==> config.mk <==
export PLATFORM = sky130hd
export DESIGN_NAME = mem_port_arbiter
export DESIGN_NICKNAME = d
export VERILOG_FILES = /design/src/rtl/risc_mem_pkg.sv /design/src/rtl/arb_pick.sv /design/src/rtl/mem_port_arbiter.sv
export SDC_FILE = /design/constraint.sdc
export NUM_CORES = 1
export LEC_CHECK = 0
export ABC_CLOCK_PERIOD_IN_PS = 2500
export BUFFER_PORTS_ARGS = -buffer_cell sky130_fd_sc_hd__buf_2
export CORE_ASPECT_RATIO = 1.75
export CORE_MARGIN = 1
export CORE_UTILIZATION = 35
export CTS_CLUSTER_DIAMETER = 200
export DETAILED_ROUTE_END_ITERATION = 8
export PLACE_DENSITY = 0.66
export SYNTH_ARGS = -nofsm -noshare
export SYNTH_HDL_FRONTEND = slang
export SYNTH_SLANG_ARGS = --single-unit
==> constraint.sdc <==
create_clock -name clk -period 2.5 [get_ports clk]
set_input_delay 0.125 -clock clk [delete_from_list [all_inputs] [get_ports clk]]
set_output_delay 0.125 -clock clk [all_outputs]
set_load 0.005 [all_outputs]
==> src/rtl/risc_mem_pkg.sv <==
// Shared definitions for the instruction/data memory port arbiter:
// FSM encoding, requester IDs and a counter-width helper.
package risc_mem_pkg;

  typedef enum logic [1:0] {
    IDLE  = 2'd0,
    ISSUE = 2'd1,
    WAIT  = 2'd2,
    RESP  = 2'd3
  } arb_state_e;

  localparam logic REQ_IF = 1'b0;
  localparam logic REQ_D  = 1'b1;

  // Bits needed to hold values 0..max_val, never less than one.
  function automatic int cnt_width(input int max_val);
    int w;
    w = $clog2(max_val + 1);
    return (w < 1) ? 1 : w;
  endfunction

endpackage

==> src/rtl/arb_pick.sv <==
// Combinational grant selection between fetch and load/store requesters,
// with a starvation guard that lets fetch through after a run of data grants.
module arb_pick
  import risc_mem_pkg::*;
#(
  parameter int STARVE_LIMIT = 4,
  parameter int CNT_W        = cnt_width(STARVE_LIMIT)
) (
  input  logic             if_req,
  input  logic             d_req,
  input  logic [CNT_W-1:0] starve_cnt,
  output logic             grant
);

  logic fetch_due;

  // A limit of zero disables the guard entirely: data always wins.
  assign fetch_due = (STARVE_LIMIT != 0) && (starve_cnt == CNT_W'(STARVE_LIMIT));

  always_comb begin
    grant = REQ_D;
    if (if_req && !d_req) begin
      grant = REQ_IF;
    end else if (if_req && d_req && fetch_due) begin
      grant = REQ_IF;
    end
  end

endmodule

==> src/rtl/mem_port_arbiter.sv <==
// Shares one single-port RAM between instruction fetch and load/store.
// Each access runs IDLE -> ISSUE -> (WAIT) -> RESP; stall freezes the core meanwhile.
module mem_port_arbiter
  import risc_mem_pkg::*;
#(
  parameter int ADDR_W       = 32,
  parameter int DATA_W       = 32,
  parameter int MEM_LATENCY  = 1,
  parameter int STARVE_LIMIT = 4
) (
  input  logic              clk,
  input  logic              reset,
  input  logic              if_req,
  input  logic [ADDR_W-1:0] if_addr,
  output logic              if_ack,
  output logic [DATA_W-1:0] if_rdata,
  input  logic              d_req,
  input  logic              d_we,
  input  logic [ADDR_W-1:0] d_addr,
  input  logic [DATA_W-1:0] d_wdata,
  output logic              d_ack,
  output logic [DATA_W-1:0] d_rdata,
  output logic              mem_en,
  output logic              mem_we,
  output logic [ADDR_W-1:0] mem_addr,
  output logic [DATA_W-1:0] mem_din,
  input  logic [DATA_W-1:0] mem_dout,
  output logic              stall
);

  localparam int CNT_W = cnt_width(STARVE_LIMIT);
  localparam int LAT_W = cnt_width(MEM_LATENCY);

  // Handshake: a requester raises req with its address/data stable and holds
  // them until the one-cycle ack; req is only sampled in IDLE, so it may drop
  // in the cycle after ack without starting a second access.
  arb_state_e       state, state_nx;
  logic             win;
  logic             grant;
  logic             any_req;
  logic             lat_done;
  logic [CNT_W-1:0] starve_cnt;
  logic [LAT_W-1:0] lat_cnt;

  assign any_req  = if_req | d_req;
  assign lat_done = (lat_cnt == LAT_W'(MEM_LATENCY - 1));

  arb_pick #(
    .STARVE_LIMIT(STARVE_LIMIT),
    .CNT_W       (CNT_W)
  ) u_pick (
    .if_req    (if_req),
    .d_req     (d_req),
    .starve_cnt(starve_cnt),
    .grant     (grant)
  );

  always_comb begin
    state_nx = state;
    case (state)
      IDLE:    if (any_req) state_nx = ISSUE;
      ISSUE:   state_nx = mem_we ? RESP : WAIT;
      WAIT:    if (lat_done) state_nx = RESP;
      RESP:    state_nx = IDLE;
      default: state_nx = IDLE;
    endcase
  end

  always_ff @(posedge clk) begin
    if (reset) state <= IDLE;
    else       state <= state_nx;
  end

  always_ff @(posedge clk) begin
    if (reset) begin
      win        <= REQ_IF;
      mem_en     <= 1'b0;
      mem_we     <= 1'b0;
      mem_addr   <= '0;
      mem_din    <= '0;
      if_rdata   <= '0;
      d_rdata    <= '0;
      starve_cnt <= '0;
      lat_cnt    <= '0;
    end else begin
      mem_en <= 1'b0;
      mem_we <= 1'b0;
      if (state == IDLE && any_req) begin
        win    <= grant;
        mem_en <= 1'b1;
        if (grant == REQ_D) begin
          mem_we   <= d_we;
          mem_addr <= d_addr;
          mem_din  <= d_wdata;
          // Count data wins only while fetch is actually waiting.
          if (if_req && starve_cnt != CNT_W'(STARVE_LIMIT))
            starve_cnt <= starve_cnt + 1'b1;
        end else begin
          mem_addr   <= if_addr;
          starve_cnt <= '0;
        end
      end
      if (state == ISSUE) lat_cnt <= '0;
      if (state == WAIT) begin
        lat_cnt <= lat_cnt + 1'b1;
        // Only reads pass through WAIT, so stores never touch d_rdata.
        if (lat_done) begin
          if (win == REQ_IF) if_rdata <= mem_dout;
          else               d_rdata  <= mem_dout;
        end
      end
    end
  end

  assign if_ack = (state == RESP) && (win == REQ_IF);
  assign d_ack  = (state == RESP) && (win == REQ_D);
  assign stall  = (if_req & ~if_ack) | (d_req & ~d_ack);

endmodule
==> flow_summary.toml, run 1 <==
[final_layout]
design_area_mm2 = 0.008571
multi_input_area_mm2 = 0.002390
syn2layout_area_growth_pct = 57.29
fill_cells = 1474
final_nets = 1164
antennaDiodeCount = 0
drive_above_1_share = 0.3047
seqCellArea_mm2 = 0.002743

[timing]
tns_ns = 0
fin_crit_sh = 0.9261
finalHoldWorstSlack_ns = 0.01444
final.setup.worst_slack_ns = 0.1848
min_period_ns = 2.315
rsz0062_at_grt = "no"
slew_viol_final = 0
relSlewSlack = 0.3211
fmax_mhz = 431.9
hold_viol_final = 0
finalSetupViolCount = 0
finClkSkew_ns = 0.009753
worst_slew_pin_slew_ns = 1.018

[clock_tree]
clkSlewWorstSetupHoldPaths_ns = 0.06
clk_path_buf_depth = 2
clock_sinks = 137
post_cts_buffers = 0
cts_resized = 0
cts_tree = "yes"
clockRootBuffer = "clkbuf_16"
cts_made_buffers = 17
cts_max_level = 4
cts_hold_buf = 113
insertion_delay_ns = 0.41

[floorplanning]
io_pins = 266
placement_rows = 60
die_h_um = 167.1
fp.dieArea_mm2 = 0.01609
die_x_um = 96.32
initial_core_util = 0.3558
core_mm2 = 0.01531

[yosys]
synth_cell_types = 33
syn_area_mm2 = 0.005449
synth_flop_cell = "dfxtp_1"
avgSynthCellArea_um2 = 8.049
synth.area.top_cells = "dfxtp_1, nand2_1, a21oi_1"
synth.top_cell.area_share = 0.5033
ys_ff_latch = 137
synth_xor_xnor_area_share = 0
synth_compound_area_frac = 0.2184
synthTopCellsByCount = "dfxtp_1, nand2_1, a21oi_1"
synthArstFlopShare = 0
yosys_warnings = 0
netlist_instances = 677
synth_edf_count = 0
synthSimpleGateAreaFrac = 0.2007
synthMuxAreaShare = 0.002067
synth_top_area_cell = "dfxtp_1"
ys_seq_area_frac = 0.5033
synthAdderAreaFrac = 0.01607
synth_top_family_by_area = "compound AO/OA/AOI/OAI gates"
syn_nets = 817
yosysMostFrequentCell = "dfxtp_1"

[placed_design]
portBuffers = 265
dp_hpwl_um = 11140
place_congestion = 0.7906
placed_area_mm2 = 0.006859
dp_slack_ns = 0.5852

[worst_setup_path]
required_ns = 2.85
critical_path_class = "flip-flop to flip-flop"
worst_setup_path_end_kind = "flip-flop"
path_max_fanout = 64
cp-start-kind = "flip-flop"
crit_arrival_ns = 2.66

[global_route]
grt_use_total = 0.2260
grt_max_degree = 65
grt-ovfl-total = 0
grt_pass1_vias = 5981
antenna_found_initial = 0
grt_pass1_wl_um = 28460

[pwr]
p_leak_nw = 3.800
irDropWorstVdd_uv = 451.1
p_total_mw = 7.541
p_per_area_mw_per_mm2 = 879.8

[hold_path]
hold_path.class = "input port to flip-flop"

[routing]
viasPerCell = 5.031
via_count = 6153
drtIter0Drc = 277
drc = 0
wl_um = 18110
postRouteAntennaNets = 0
dr.pass1.iters = 5
wl_per_cell_um = 14.80

[run]
drv_cap = 0

[run_status]
outcome = "complete, no violations"
-- where the power goes --
part	internal [mW]	switching [mW]
combinational	1.04	1.13
clock	1.41	1.06
sequential	2.66	0.237
total	5.11	2.43
-- state kept, by name (all words and copies together), names as in the netlist --
signal and count:
mem_addr 32, starve_cnt 3, mem_en 1, if_rdata 32, d_rdata 32, state 2
mem_we 1, win 1, mem_din 32, lat_cnt 1
-- final timing paths --
kind | from | end | slack, ns | cells past startpoint
setup reg to reg | state[0]$_SDFFE_PP0P_ | mem_addr[19]$_SDFFE_PP0P_ | 0.18 | 7
setup / recovery | state[0]$_SDFFE_PP0P_ | mem_addr[19]$_SDFFE_PP0P_ | 0.18 | 7
hold reg to reg | if_rdata[17]$_SDFFE_PP0P_ | if_rdata[17]$_SDFFE_PP0P_ | 0.45 | 2
hold / removal | if_addr[14] | mem_addr[14]$_SDFFE_PP0P_ | 0.01 | 3
-- metal layers --
layer  track usage  vias to the layer above  share of wire
met5             0                        -              0
met4        0.1017                        0          0.035
li1              -                     3042              -
met3       0.04521                       41          0.046
met2        0.4231                      231           0.54
met1        0.2315                     2839           0.38
-- per-stage QoR --
stage	instances	utilization
final	1223	0.5596
after floorplan	677	-
after CTS	1223	0.5596
after global routing	1223	0.5596
after global placement	1078	0.4479
after detailed placement	1078	0.4479
-- worst max-delay path, stage by stage (launching register included) --
cell,delay (ns)
dfxtp_1,0.33
inv_1,0.14
ha_1,0.34
o21a_2,0.21
buf_12,0.24
nor2_1,0.07
a311oi_1,0.28
dlygate4sd3_1,0.60
-- cell type report --
cell class,count,share of cell area
Clock buffer,17,0.04964
Clock inverter,15,0.01810
Inverter,6,0.002628
Multi-Input combinational cell,470,0.2788
Sequential cell,137,0.3200
Tap cell,186,0.02715
Timing Repair Buffer,392,0.3037
-- cell usage in the layout, fill, tap and decap left out, types with 6 or more instances in the layout --
cell / synthesis / layout
a21oi_1: 101 / 101
nand3_1: 66 / 66
o21ai_0: 59 / 59
a311oi_1: 33 / 33
buf_4: 1 / 12
dlygate4sd3_1: 0 / 113
clkbuf_16: 0 / 17
inv_6: 0 / 6
inv_1: 6 / 6
buf_2: 22 / 264
nor2_1: 36 / 36
dfxtp_1: 137 / 137
nand2_1: 136 / 136
ha_1: 7 / 7
o21ai_1: 8 / 8
-- cells by family (layout without fill, tap and decap cells) --
family	Yosys count	after routing
flip-flops	137	137
adder cells (fa/ha/maj)	7	7
AO/OA/AOI/OAI	208	208
buffers and inverters	70	430
multiplexers	1	1
AND/OR/NAND/NOR	254	254
Power figures use the tool's default switching activity.
==> inputs of run 2 (changes only) <==
Settings changed: MAX_ROUTING_LAYER set to met4.
==> run 2 against run 1 <==
Effect of this change:
- non-clock buffer count did not move
- power barely moved
- global-route usage rose by 0.60 points
- sequential share of layout area did not move
- highest routed layer unchanged
- via count fell by 0.24%
- combinational power barely moved
==> flow_summary.toml, run 2 (synthesis results as in run 1) <==
[hold_path]
hold_path.class = "input port to flip-flop"
min_from = "if_addr[14]"

[worst_setup_path]
critical_path_class = "flip-flop to flip-flop"
worst_setup_path_end_kind = "flip-flop"
r2r-start = "state[0]$_SDFFE_PP0P_"
required_ns = 2.84
crit_arrival_ns = 2.66
cpPeakStageDelay_ns = 0.60
crit_path_top_delay_cell = "dlygate4sd3_1"
path_max_fanout = 64
crit_path_start = "state[0]$_SDFFE_PP0P_"
crit_chain = "inv_1, ha_1, o21a_2, buf_12, nor2_1, a311oi_1, dlygate4sd3_1"
cp-start-kind = "flip-flop"

[floorplanning]
placement_rows = 60
initial_core_util = 0.3558
core_mm2 = 0.01531
die_x_um = 96.32
die_h_um = 167.1
io_pins = 266
fp.dieArea_mm2 = 0.01609

[timing]
slew_viol_final = 0
fmax_mhz = 432.7
tns_ns = 0
worst_slew_pin_slew_ns = 1.006
finalHoldWorstSlack_ns = 0.01449
relSlewSlack = 0.3292
final.setup.worst_slack_ns = 0.1889
finClkSkew_ns = 0.008762
fin_crit_sh = 0.9244
min_period_ns = 2.311
rsz0062_at_grt = "no"
hold_viol_final = 0
finalSetupViolCount = 0

[placed_design]
dp_slack_ns = 0.5852
placed_area_mm2 = 0.006859
portBuffers = 265
place_congestion = 0.8018
dp_hpwl_um = 11140
dp.cells = 1078

[routing]
postRouteAntennaNets = 0
via_count = 6138
dr.pass1.iters = 5
wl_per_cell_um = 14.83
wl_um = 18140
drc = 0
viasPerCell = 5.019
drtIter0Drc = 267

[global_route]
grt_pass1_vias = 5970
grt_max_degree = 65
grt-ovfl-total = 0
grt_pass1_wl_um = 28450
grt_use_total = 0.2320
antenna_found_initial = 0

[final_layout]
syn2layout_area_growth_pct = 57.29
drive_above_1_share = 0.3047
antennaDiodeCount = 0
design_area_mm2 = 0.008571
final_cell_mix = "buf_2, dfxtp_1, nand2_1"
post-route-util = 0.5596
layout_commonest_cell = "buf_2"
final_nets = 1164
fin_cells = 1223

[run_status]
outcome = "complete, no violations"

[clock_tree]
cts_max_level = 4
clkSlewWorstSetupHoldPaths_ns = 0.06
clockRootBuffer = "clkbuf_16"
cts_made_buffers = 17
cts_resized = 0
clock_sinks = 137
clk_path_buf_depth = 2
cts_tree = "yes"
insertion_delay_ns = 0.41

[pwr]
irDropWorstVdd_uv = 451.9
p_per_area_mw_per_mm2 = 880.6
p_total_mw = 7.547
p_leak_nw = 3.800

[run]
drv_cap = 0
[run 2: cell counts in the layout (fill, tap and decap cells not counted)]
No cell type changed its count.
[run 2: final timing paths]
check	to	depth (start not counted)	slack, ns
hold reg to reg	if_rdata[17]$_SDFFE_PP0P_	2	0.45
hold / removal	mem_addr[14]$_SDFFE_PP0P_	3	0.01
setup / recovery	mem_addr[19]$_SDFFE_PP0P_	7	0.19
setup reg to reg	mem_addr[19]$_SDFFE_PP0P_	7	0.19
[run 2: routing by layer]
layer / track usage / up-vias / share of wire
li1: - / 3041 / -
met1: 0.2335 / 2827 / 0.38
met2: 0.4237 / 227 / 0.54
met3: 0.03607 / 43 / 0.043
met4: 0.1055 / 0 / 0.035
met5: - / - / 0
[run 2: where the power goes]
| group | internal, mW | switching (mW) |
|---|---|---|
| Clock | 1.41 | 1.07 |
| Combinational | 1.04 | 1.14 |
| Sequential | 2.66 | 0.238 |
[run 2: area by class of cell]
class / count / area [um2]
clock buffers: 17 / 425.4
multi-input cells: 470 / 2390
repair buffers: 392 / 2603
flip-flops and latches: 137 / 2743
well taps: 186 / 232.7
inverters: 6 / 22.52
fillers: 1474 / 6744
clock inverters: 15 / 155.1
[run 2: what timing repair did]
action	CTS	global route
endpoints found under the hold margin	125	0
hold buffers	113	0
buffers inserted	0	0
[run 2: worst max-delay path: cells and delay by family (launching register included)]
family | cells | cell delay, ns
flops | 1 | 0.33
simple gates | 1 | 0.07
compound gates | 2 | 0.49
buf+inv | 3 | 0.98
fa+ha+maj | 1 | 0.34
==> inputs of run 3 (changes only) <==
Settings changed: BUFFER_PORTS_ARGS -buffer_cell sky130_fd_sc_hd__buf_2 to -buffer_cell sky130_fd_sc_hd__buf_4, CORE_ASPECT_RATIO 1.75 to 0.7.
==> run 3 against run 2 <==
Effect of this change:
- sequential share of layout area is 1.5 points lower
- setup slack worse by 0.0034 ns
- count of clock-buffer cells in the layout is 3 higher
- design area is 4.9% higher
- clock power hardly changed
- via count is 1.5% lower
- sequential power hardly changed
- die area hardly changed
- worst hold slack better by 0.00060 ns
- power is 2.0% higher
- routed wire length is 0.69% higher
- fmax is 0.15% lower
- critical endpoint is now mem_addr[3]$_SDFFE_PP0P_
- largest cell class is now non-clock buffers
==> flow_summary.toml, run 3 (synthesis results as in run 1) <==
[clock_tree]
clock_sinks = 137
clk_path_buf_depth = 2
cts_max_level = 4
clockRootBuffer = "clkbuf_16"
post_cts_buffers = 0
cts_made_buffers = 17
clkSlewWorstSetupHoldPaths_ns = 0.07
insertion_delay_ns = 0.41
cts_tree = "yes"

[global_route]
grt-ovfl-total = 0
grt-busiest-layer = "met2"
met2_usage = 0.3571
antenna_found_initial = 0
grt_max_degree = 65
grt_pass1_vias = 5772
met3_usage = 0.05494
use_met1 = 0.2994
grt_use_total = 0.2303
grt_pass1_wl_um = 28510

[pwr]
p_per_area_mw_per_mm2 = 856.3
p_leak_nw = 3.781
p_total_mw = 7.702
irDropWorstVdd_uv = 549.3

[timing]
hold_viol_final = 0
relSlewSlack = 0.3055
min_period_ns = 2.314
fmax_mhz = 432.1
slew_viol_final = 0
finalSetupViolCount = 0
fin_crit_sh = 0.9258
finClkSkew_ns = 0.01203
tns_ns = 0
worst_slew_pin_slew_ns = 1.042
rsz0062_at_grt = "no"
final.setup.worst_slack_ns = 0.1856
finalHoldWorstSlack_ns = 0.01509

[hold_path]
hold_path.class = "input port to flip-flop"
hold_end = "mem_addr[25]$_SDFFE_PP0P_"
whs_path_depth = 3
min_from = "d_addr[25]"

[worst_setup_path]
cpPeakStageDelay_ns = 0.60
path_max_fanout = 64
worst_setup_path_end_kind = "flip-flop"
r2r-start = "state[0]$_SDFFE_PP0P_"
crit_path_top_delay_cell = "dlygate4sd3_1"
crit_arrival_ns = 2.67
cp-start-kind = "flip-flop"
rrSetupSlack_ns = 0.19
rr_endpoint = "mem_addr[3]$_SDFFE_PP0P_"
cp_top_family = "buffers and inverters"
crit_chain = "inv_1, ha_1, o21a_2, buf_12, nor2_1, a311oi_1, dlygate4sd3_1"
critical_path_class = "flip-flop to flip-flop"
cp.buffers_inverters = 3
required_ns = 2.85
ff2ff_path_depth = 7

[final_layout]
fill_cells = 1325
final_nets = 1140
drive_above_1_share = 0.3139
antennaDiodeCount = 0
final_cell_mix = "buf_4, dfxtp_1, nand2_1"
fin_cells = 1208
syn2layout_area_growth_pct = 65.07
layout_commonest_cell = "buf_4"

[floorplanning]
initial_core_util = 0.3644
die_h_um = 106.4
io_pins = 266
placement_rows = 37
core_mm2 = 0.01495
fp.dieArea_mm2 = 0.01608
die_x_um = 151.1

[routing]
postRouteAntennaNets = 0
wl_per_cell_um = 15.12
viasPerCell = 5.002
wl_um = 18270
drtIter0Drc = 328
dr.pass1.iters = 4
drc = 0
via_count = 6043

[placed_design]
dp_hpwl_um = 11430
portBuffers = 265
place_congestion = 0.7941
dp.cells = 1089
dp_slack_ns = 0.5863

[run]
drv_cap = 0

[run_status]
outcome = "complete, no violations"
-- run 3: cell types whose count changed in the layout (fill, tap and decap cells not counted) --
cell	change
buf_2	-264
inv_6	-3
a21boi_4	+1
a21boi_2	-1
buf_12	-1
clkbuf_8	+3
dlygate4sd3_1	-26
buf_4	+267
inv_8	-3
clkinv_4	-1
clkinvlp_4	+4
-- run 3: layout make-up --
| type | count | area [um2] | area share |
|---|---|---|---|
| clock buffer | 20 | 466.7 | 0.05188 |
| clock inverter | 12 | 116.4 | 0.01294 |
| inverter | 6 | 22.52 | 0.002504 |
| multi-input combinational | 470 | 2397 | 0.2665 |
| sequential | 137 | 2743 | 0.3049 |
| tap | 195 | 244.0 | 0.02712 |
| timing repair buffer | 368 | 3005 | 0.3341 |
-- run 3: how the worst max path moves through the flow --
| stage | start | to | slack [ns] | cells past startpoint |
|---|---|---|---|---|
| 5_1_grt | state[0]$_SDFFE_PP0P_ | mem_addr[3]$_SDFFE_PP0P_ | 0.002 | 7 |
| 6_report | state[0]$_SDFFE_PP0P_ | mem_addr[3]$_SDFFE_PP0P_ | 0.19 | 7 |
| 2_1_floorplan | state[0]$_SDFFE_PP0P_ | if_rdata[11]$_SDFFE_PP0P_ | 0.97 | 7 |
| 3_3_place_gp | starve_cnt[0]$_SDFFE_PP0P_ | mem_din[30]$_SDFFE_PP0P_ | 0.60 | 5 |
| 3_5_place_dp | starve_cnt[0]$_SDFFE_PP0P_ | mem_din[23]$_SDFFE_PP0P_ | 0.59 | 5 |
| 4_1_cts | starve_cnt[0]$_SDFFE_PP0P_ | mem_addr[3]$_SDFFE_PP0P_ | 0.17 | 7 |
-- run 3: worst register-to-register path: cells and delay by family (launching register included) --
family | cells | cell delay, ns
AOI/OAI and AO/OA | 2 | 0.50
buffers and inverters | 3 | 1.01
and+or+nand+nor | 1 | 0.09
DFF | 1 | 0.33
adders and majority gates | 1 | 0.34
-- run 3: report_power, final --
part / internal (mW) / switching (mW) / leakage (nW)
registers: 2.66 / 0.267 / 1.12
logic: 1.21 / 1.13 / 2.39
clock network: 1.46 / 0.988 / 0.272
total: 5.32 / 2.38 / 3.78
-- run 3: repair_timing --
action | in CTS | in global routing
setup endpoints to repair | 0 | 3
hold buffers | 87 | 0
resized for setup | 0 | 1
endpoints found under the hold margin | 116 | 0
-- run 3: metal layers --
| metal | part of all wire | wire (um) |
|---|---|---|
| met1 | 0.45 | 8192 |
| met2 | 0.47 | 8547 |
| met3 | 0.072 | 1318 |
| met4 | 0.011 | 208 |
| met5 | 0 | 0 |
-- run 3: stage by stage --
step / cell area, um2 / util
after floorplan: 5449 / -
after detailed placement: 7533 / 0.5038
after CTS: 8987 / 0.6010
final: 8995 / 0.6015
after global placement: 7533 / 0.5038
after global routing: 8995 / 0.6015
